$ cat src/rtl/display_arbiter_pkg.sv
// display_arbiter_pkg: shared FSM states, source indices and segment masks.
package display_arbiter_pkg;
  typedef enum logic [1:0] {IDLE, GRANT, SHOW} state_t;
  localparam logic [1:0] SRC_OUT  = 2'd0;
  localparam logic [1:0] SRC_PC   = 2'd1;
  localparam logic [1:0] SRC_BUS  = 2'd2;
  localparam logic [1:0] SRC_NONE = 2'd3;
  localparam logic [7:0] SEG_A   = 8'h01;
  localparam logic [7:0] SEG_B   = 8'h02;
  localparam logic [7:0] SEG_C   = 8'h04;
  localparam logic [7:0] SEG_D   = 8'h08;
  localparam logic [7:0] SEG_E   = 8'h10;
  localparam logic [7:0] SEG_F   = 8'h20;
  localparam logic [7:0] SEG_G   = 8'h40;
  localparam logic [7:0] SEG_DOT = 8'h80;
endpackage

$ cat src/rtl/display_arbiter_seg_decoder.sv
// seg_decoder: hex nibble to active-high {dot,g,f,e,d,c,b,a} glyph.
module seg_decoder
  import display_arbiter_pkg::*;
(
  input  logic [3:0] hex,
  output logic [7:0] seg
);
  always_comb begin
    seg = '0;
    case (hex)
      4'h0: seg = SEG_A | SEG_B | SEG_C | SEG_D | SEG_E | SEG_F;
      4'h1: seg = SEG_B | SEG_C;
      4'h2: seg = SEG_A | SEG_B | SEG_D | SEG_E | SEG_G;
      4'h3: seg = SEG_A | SEG_B | SEG_C | SEG_D | SEG_G;
      4'h4: seg = SEG_B | SEG_C | SEG_F | SEG_G;
      4'h5: seg = SEG_A | SEG_C | SEG_D | SEG_F | SEG_G;
      4'h6: seg = SEG_A | SEG_C | SEG_D | SEG_E | SEG_F | SEG_G;
      4'h7: seg = SEG_A | SEG_B | SEG_C;
      4'h8: seg = SEG_A | SEG_B | SEG_C | SEG_D | SEG_E | SEG_F | SEG_G;
      4'h9: seg = SEG_A | SEG_B | SEG_C | SEG_D | SEG_F | SEG_G;
      4'hA: seg = SEG_A | SEG_B | SEG_C | SEG_E | SEG_F | SEG_G;
      4'hB: seg = SEG_C | SEG_D | SEG_E | SEG_F | SEG_G;
      4'hC: seg = SEG_A | SEG_D | SEG_E | SEG_F;
      4'hD: seg = SEG_B | SEG_C | SEG_D | SEG_E | SEG_G;
      4'hE: seg = SEG_A | SEG_D | SEG_E | SEG_F | SEG_G;
      4'hF: seg = SEG_A | SEG_E | SEG_F | SEG_G;
    endcase
  end
endmodule

$ cat src/rtl/display_arbiter.sv
// display_arbiter: round-robin owner of a 4-digit multiplexed 7-segment display.
module display_arbiter
  import display_arbiter_pkg::*;
#(
  parameter int SCAN_DIV   = 1000,
  parameter int SLOT_TICKS = 256
) (
  input  logic       sys_clk,
  input  logic       rst,
  input  logic [2:0] req,
  input  logic [7:0] data0,
  input  logic [7:0] data1,
  input  logic [7:0] data2,
  output logic [2:0] grant,
  output logic [1:0] owner,
  output logic [7:0] segments,
  output logic [3:0] digit
);
  state_t      state, state_nx;
  logic [15:0] div_cnt, slot_cnt;
  logic [1:0]  scan_idx, last, s0, s1, winner;
  logic [7:0]  value, win_data, owner_data, dec_out, seg_pat;
  logic [3:0]  req4, nib;
  logic        tick, slot_end, win_ok, take;
  assign req4 = {1'b0, req};
  assign tick = div_cnt == 16'(SCAN_DIV - 1);
  assign slot_end = tick && slot_cnt == 16'(SLOT_TICKS - 1);
  // Search starts just after the last owner, so it only wins again when alone.
  assign s0 = last == 2'd2 ? 2'd0 : last + 2'd1;
  assign s1 = s0 == 2'd2 ? 2'd0 : s0 + 2'd1;
  assign win_ok = |req;
  assign winner = req4[s0] ? s0 : req4[s1] ? s1 : last;
  assign take = state == GRANT && win_ok;
  assign win_data = winner == SRC_OUT ? data0 : winner == SRC_PC ? data1 : data2;
  assign owner_data = owner == SRC_OUT ? data0 : owner == SRC_PC ? data1 : data2;
  always_comb begin
    state_nx = state == IDLE  ? (win_ok ? GRANT : IDLE) :
               state == GRANT ? ((win_ok || owner != SRC_NONE) ? SHOW : IDLE) :
               (slot_end && win_ok) ? GRANT : SHOW;
    grant = take ? 3'b001 << winner : 3'b000;
  end
  assign nib = scan_idx == 2'd0 ? value[3:0] : scan_idx == 2'd1 ? value[7:4] : {2'b00, owner};
  seg_decoder u_dec (.hex(nib), .seg(dec_out));
  assign seg_pat = (owner == SRC_NONE || scan_idx == 2'd2 || (scan_idx == 2'd1 && value[7:4] == 4'h0)) ? 8'h00 :
                   scan_idx == 2'd3 ? dec_out | SEG_DOT : dec_out;
  always_ff @(posedge sys_clk) begin
    if (rst) begin
      state    <= IDLE;
      owner    <= SRC_NONE;
      last     <= SRC_BUS;
      digit    <= 4'b0001;
      scan_idx <= 2'd0;
      segments <= 8'hFF;
      div_cnt  <= '0;
      slot_cnt <= '0;
      value    <= '0;
    end else begin
      state    <= state_nx;
      div_cnt  <= tick ? 16'd0 : div_cnt + 16'd1;
      segments <= ~seg_pat;
      if (tick) begin
        digit    <= {digit[2:0], digit[3]};
        scan_idx <= scan_idx + 2'd1;
      end
      if (take) begin
        owner    <= winner;
        last     <= winner;
        value    <= win_data;
        slot_cnt <= '0;
      end else if (state == SHOW) begin
        if (req4[owner]) value <= owner_data;
        if (tick) slot_cnt <= slot_end ? 16'd0 : slot_cnt + 16'd1;
      end
    end
  end
endmodule

$ cat config.mk
export PLATFORM = sky130hd
export DESIGN_NAME = display_arbiter
export DESIGN_NICKNAME = d
export VERILOG_FILES = /design/src/rtl/display_arbiter_pkg.sv /design/src/rtl/display_arbiter_seg_decoder.sv /design/src/rtl/display_arbiter.sv
export SDC_FILE = /design/constraint.sdc
export NUM_CORES = 1
export LEC_CHECK = 0
export CORE_MARGIN = 1.5
export CORE_UTILIZATION = 50
export CTS_CLUSTER_SIZE = 14
export DETAILED_ROUTE_END_ITERATION = 10
export PLACE_DENSITY = 0.88
export SLEW_MARGIN = 20
export SYNTH_ARGS = -nofsm -noshare
export SYNTH_HDL_FRONTEND = slang
export SYNTH_HIERARCHICAL = 1
export SYNTH_SLANG_ARGS = --single-unit
$ cat constraint.sdc
create_clock -name sys_clk -period 2.5 [get_ports sys_clk]
set_input_delay 0.5 -clock sys_clk [delete_from_list [all_inputs] [get_ports sys_clk]]
set_output_delay 0.5 -clock sys_clk [all_outputs]
set_load 0.02 [all_outputs]
==> flow_summary.ini, run 1 <==
[status]
outcome = complete, but fails checks
violations = design-rule violations

[routing]
routedWlPerCell_um = 14.05
ant_nets = 0
first_pass_iters = 7
drt_iter0_markers = 112
drc = 2
wirelength_um = 7574
via_per_inst = 5.558
vias = 2996

[floorplan]
dieArea_mm2 = 0.007262
ios = 46
coreArea_mm2 = 0.006422
chipWidth_um = 85.22
die_h_um = 85.22
start_util_pct = 52.62
rows = 29

[critical_path]
crit_start = owner[1]
r2r-start = scan_idx[1]
r2r_setup_slack_ns = 0.28
critPathArrivalTime_ns = 1.75
cp-end-kind = output pin
path_class = register to output pin
startpoint_type = register
worstPathRequired_ns = 2.00
worstPathMaxFanout = 8
r2r_cells = 8
reg2reg_to = segments[3]

[place]
place.gp.congestion = 0.8953
dp_slack_ns = -0.3260
dp_hpwl_um = 5470
io_buffers = 45

[clock_tree]
root_buffer = clkbuf_8
clock_latency_ns = 0.35
clock_path_buffers = 2
cts_tree = done
cts_htree_levels = 3
clk_pin_slew_ns = 0.07
cts_buffers = 9
cts_sinks = 59

[global_routing]
antenna_found_initial = 0
grt.overflow.total = 0
grt_max_degree = 20
grt_usage_pct = 22.18
first_global_vias = 2896
grt_pass1_wl_um = 12880

[timing]
min_period_ns = 2.251
drv_slew = 0
setup_viol = 0
fin_skew_ns = 0.01211
max_freq_ghz = 0.4442
fin_crit_sh_pct = 90.05
finalWorstSetupSlack_ns = 0.2487
hold_violations = 0
rsz0062_at_grt = no

[synthesis]
ys_async_sr_fraction_pct = 0
synth_enable_flop_cells = 0
ys_ff_latch = 59
yosys_most_used_dff = dfxtp_1
netlist_area_mm2 = 0.003379
synthDistinctLibCells = 59
syn_nets = 440
avgSynthCellArea_um2 = 8.491
synthCells = 398
ys_seq_area_share_pct = 34.95
synth_warnings = 6

[power]
p_per_area_mw_per_mm2 = 568.0
peakVddDrop_v = 0.0003103
p_leak_uw = 0.001605
power_uw = 2384

[min_path]
min-delay-start = div_cnt[0]
min_delay_path_depth = 1
hold_end = div_cnt[0]
hold_path.class = register to register

[final_layout]
syn_to_final_growth_pct = 24.18
drive_gt1_share_pct = 12.55
layout.nets = 499
diodes = 0

[run]
drv_cap = 0
synth_stat cells (2+ instances only):
library cell	count	area, um^2
xnor2_1	14	122.6
ha_1	13	162.7
clkbuf_1	9	33.78
nand4b_1	2	17.52
nand2b_1	7	43.79
o21bai_1	8	60.06
nor3b_1	2	15.01
xor2_1	13	113.9
and3_1	3	18.77
and4_1	5	43.79
mux2i_1	19	190.2
o21ai_0	13	65.06
a211o_1	2	17.52
nor3_1	8	40.04
nand2_1	36	135.1
nor2_1	60	225.2
dfxtp_1	59	1181
buf_4	2	15.01
a211oi_1	7	52.55
a21oi_1	20	100.1
mux2_2	9	101.4
buf_2	4	20.02
nand3b_1	3	22.52
inv_1	11	41.29
and2_1	2	12.51
buf_1	2	7.510
nand4_1	8	50.05
nand3_1	10	50.05
nor4_1	10	62.56
nor2b_1	8	50.05
placed cells by master, fill, tap and decap left out, types with 3 or more instances in the layout:
cell type,n
a211oi_1,7
a21oi_1,20
and3_1,3
and4_1,5
buf_4,21
clkbuf_8,9
clkdlybuf4s50_1,39
clkinvlp_4,3
dfxtp_1,59
dlymetal6s2s_1,3
ha_1,13
inv_1,11
mux2_2,9
mux2i_1,19
nand2_1,36
nand2b_1,7
nand3_1,10
nand3b_1,3
nand4_1,8
nor2_1,60
nor2b_1,8
nor3_1,8
nor4_1,10
o21ai_0,13
o21bai_1,8
xnor2_1,14
xor2_1,13
state kept, by name (all words and copies together) (netlist names):
| register | cells |
|---|---|
| state | 2 |
| segments | 8 |
| digit | 4 |
| owner | 2 |
| last | 1 |
| div_cnt | 16 |
| slot_cnt | 16 |
| scan_idx | 2 |
| value | 8 |
timing repair:
item / in CTS / in global routing
endpoints found under the hold margin: 0 / 0
endpoints found under the setup margin: 3 / 3
pin swaps: 0 / 1
hold buffers: 0 / 0
buffers inserted: 0 / 0
gates resized for setup: 6 / 7
report_power, final:
group | internal [uW] | total (uW) | switching, uW
logic | 253 | 501 | 248
clock network | 459 | 866 | 406
registers | 983 | 1020 | 33.9
stage by stage:
step / hold WS, ns / instances / cell area, um^2 / utilization (%) / TNS (ns)
after detailed placement: 0.4591 / 523 / 4004 / 62.34 / -0.8615
after global placement: 0.4437 / 523 / 4004 / 62.34 / -0.7701
after CTS: 0.4755 / 539 / 4198 / 65.36 / 0
final: 0.4708 / 539 / 4197 / 65.34 / 0
after global routing: 0.5160 / 539 / 4197 / 65.34 / 0
after floorplan: 0.4297 / 398 / 3381 / - / 0
logic make-up after synthesis:
logic type / share of synthesized area (%)
flops: 34.95
fa+ha+maj: 4.813
buf+inv: 3.813
xor+xnor: 6.998
simple gates: 27.40
other cells: 0.1110
mux: 9.848
compound gates: 12.07
cell type report:
type / count / area [um^2]
clock buffer: 10 / 127.6
clock inverter: 6 / 66.31
fill: 512 / 2226
inverter: 11 / 41.29
multi-input combinational: 310 / 2077
sequential: 59 / 1181
tap: 77 / 96.34
timing repair buffer: 66 / 606.8
metal layers:
layer	GRT usage [%]	routed length [um]	up-vias
li1	-	-	1520
met1	25.20	3424	1394
met2	38.74	3701	63
met3	4.961	265	19
met4	11.62	182	0
met5	0	0	-
worst max-delay path, stage by stage, from the launching register on:
cell and delay, ns:
dfxtp_1 0.38, buf_4 0.19, a22o_1 0.26, nor2_1 0.14
and2_1 0.16, clkdlybuf4s15_2 0.27
worst max path at each step:
stage | to | slack, ns
after floorplan | segments[3] | 0.11
after global placement | grant[0] | -0.28
after detailed placement | grant[0] | -0.33
after CTS | grant[2] | 0.005
after global routing | slot_cnt[4] | 0.1
final | grant[0] | 0.25
Power figures use the tool's default switching activity.
==> inputs of run 2 (changes only) <==
--- a/config.mk
+++ b/config.mk
@@ -10,6 +10,7 @@
 export CTS_CLUSTER_SIZE = 14
 export DETAILED_ROUTE_END_ITERATION = 10
 export PLACE_DENSITY = 0.88
+export SKIP_LAST_GASP = 1
 export SLEW_MARGIN = 20
 export SYNTH_ARGS = -nofsm -noshare
 export SYNTH_HDL_FRONTEND = slang
==> run 2 against run 1 <==
Effect of this change: largest cell class unchanged; clock-buffer cell count unchanged; the run still ends with design-rule violations left; final area down 0.33%; largest power group unchanged; total power is essentially flat; die area unchanged; sequential cell count did not move; first-iteration DRC count unchanged.
==> flow_summary.ini, run 2 (same netlist as run 1, synthesis figures left out) <==
[status]
outcome = complete, but fails checks
violations = design-rule violations

[routing]
via_per_inst = 5.562
routedWlPerCell_um = 13.98
ant_nets = 0
drt_iter0_markers = 112
wirelength_um = 7537
first_pass_iters = 7
vias = 2998
drc = 2

[min_path]
min_delay_path_depth = 1
min-delay-start = div_cnt[0]
hold_end = div_cnt[0]
hold_path.class = register to register

[floorplan]
coreArea_mm2 = 0.006422
rows = 29
chipWidth_um = 85.22
start_util_pct = 52.62
die_h_um = 85.22
ios = 46
dieArea_mm2 = 0.007262

[timing]
setup_viol = 0
rsz0062_at_grt = no
fin_skew_ns = 0.01165
tns_ns = 0
hold_violations = 0
fin_crit_sh_pct = 95.56
hold_ws_ns = 0.4708
drv_slew = 0
max_freq_ghz = 0.4186
min_period_ns = 2.389

[critical_path]
r2r_setup_slack_ns = 0.29
r2r-start = scan_idx[1]
worstPathRequired_ns = 2.00
cp_cell_sequence = clkdlybuf4s50_1 > nor2b_1 > a22o_1 > nor2_1 > and2_1 > clkbuf_2
cp-end-kind = output pin
reg2reg_to = segments[3]
path_class = input port to output pin
critPathArrivalTime_ns = 1.89
crit_buf_inv = 2
r2r_cells = 8
critPathSlowestCell = clkdlybuf4s50_1
path_depth = 6
slowest_delay_ns = 0.48
critical-path-top-delay-family = buffers and inverters
worstPathMaxFanout = 5
startpoint_type = input port

[clock_tree]
cts_htree_levels = 3
root_buffer = clkbuf_8
cts_buffers = 9
cts_tree = done
cts_hold_buf = 0
clock_path_buffers = 2
cts_sinks = 59
clock_latency_ns = 0.35
clk_pin_slew_ns = 0.07
postCtsSetupBuffers = 0

[final_layout]
most-common-layout-cells = nor2_1 (60), dfxtp_1 (59), clkdlybuf4s50_1 (42), nand2_1 (36), buf_4 (21)
drive_gt1_share_pct = 12.55
layout_commonest_cell = nor2_1
design_area_mm2 = 0.004183
top_regs = div_cnt x16, slot_cnt x16
diodes = 0
syn_to_final_growth_pct = 23.77
layout.nets = 499
final_util_pct = 65.13

[place]
io_buffers = 45
dpl-instance-area_mm2 = 0.004004
dp_hpwl_um = 5470
place.gp.congestion = 0.8953

[power]
p_leak_uw = 0.001578
peakVddDrop_v = 0.0003104
power_uw = 2382
p_per_area_mw_per_mm2 = 569.6

[global_routing]
first_global_vias = 2896
grt_usage_pct = 22.18
antenna_found_initial = 0
grt.overflow.total = 0
grt_pass1_wl_um = 12880
grt_max_degree = 20

[run]
drv_cap = 0
[run 2: changes by cell type in the layout (fill, tap and decap cells not counted), sizes merged]
| cell | before | now |
|---|---|---|
| clkbuf | 12 | 13 |
| clkdlybuf4s15 | 1 | 0 |
| clkdlybuf4s50 | 39 | 42 |
| dlymetal6s2s | 3 | 0 |
[run 2: layout make-up]
type                       count  area [um^2]
fill                         515         2240
sequential                    59         1181
clock buffer                  10        127.6
clock inverter                 6        66.31
multi-input combinational    310         2077
inverter                      11        41.29
timing repair buffer          66        593.1
tap                           77        96.34
[run 2: timing repair]
action,in CTS,in global routing
pin swaps,0,1
endpoints found under the setup margin,3,3
gates resized for setup,4,6
[run 2: report_power, final]
group	total (uW)	internal, uW	switching (uW)
sequential	1020	983	33.8
combinational	500	253	248
clock	865	459	406
[run 2: worst max-delay path by stage]
stage,start,end,slack (ns)
6_report,req[2],grant[0],0.11
5_1_grt,req[2],grant[1],0.02
4_1_cts,req[0],grant[0],-0.05
3_5_place_dp,req[1],grant[0],-0.33
3_3_place_gp,req[0],grant[0],-0.28
2_1_floorplan,owner[0],segments[3],0.11
[run 2: worst reg2reg max path: cells and delay by family, from the launching register on]
kind / cells / cell delay (ns)
fa+ha+maj: 2 / 0.59
mux: 2 / 0.63
flops: 1 / 0.38
compound gates: 1 / 0.26
buf+inv: 2 / 0.24
simple gates: 1 / 0.07
[run 2: per-layer routing]
metal | part of all wire, % | GRT usage (%)
met3 | 3.7 | 4.961
met1 | 45 | 25.20
met5 | 0 | 0
met4 | 2.2 | 11.62
met2 | 49 | 38.74
[run 2: per-stage QoR]
stage	setup WS (ns)	instances
after floorplan	0.1054	398
after global placement	-0.2808	523
after detailed placement	-0.3260	523
after CTS	-0.05400	539
after global routing	0.02386	539
final	0.1111	539
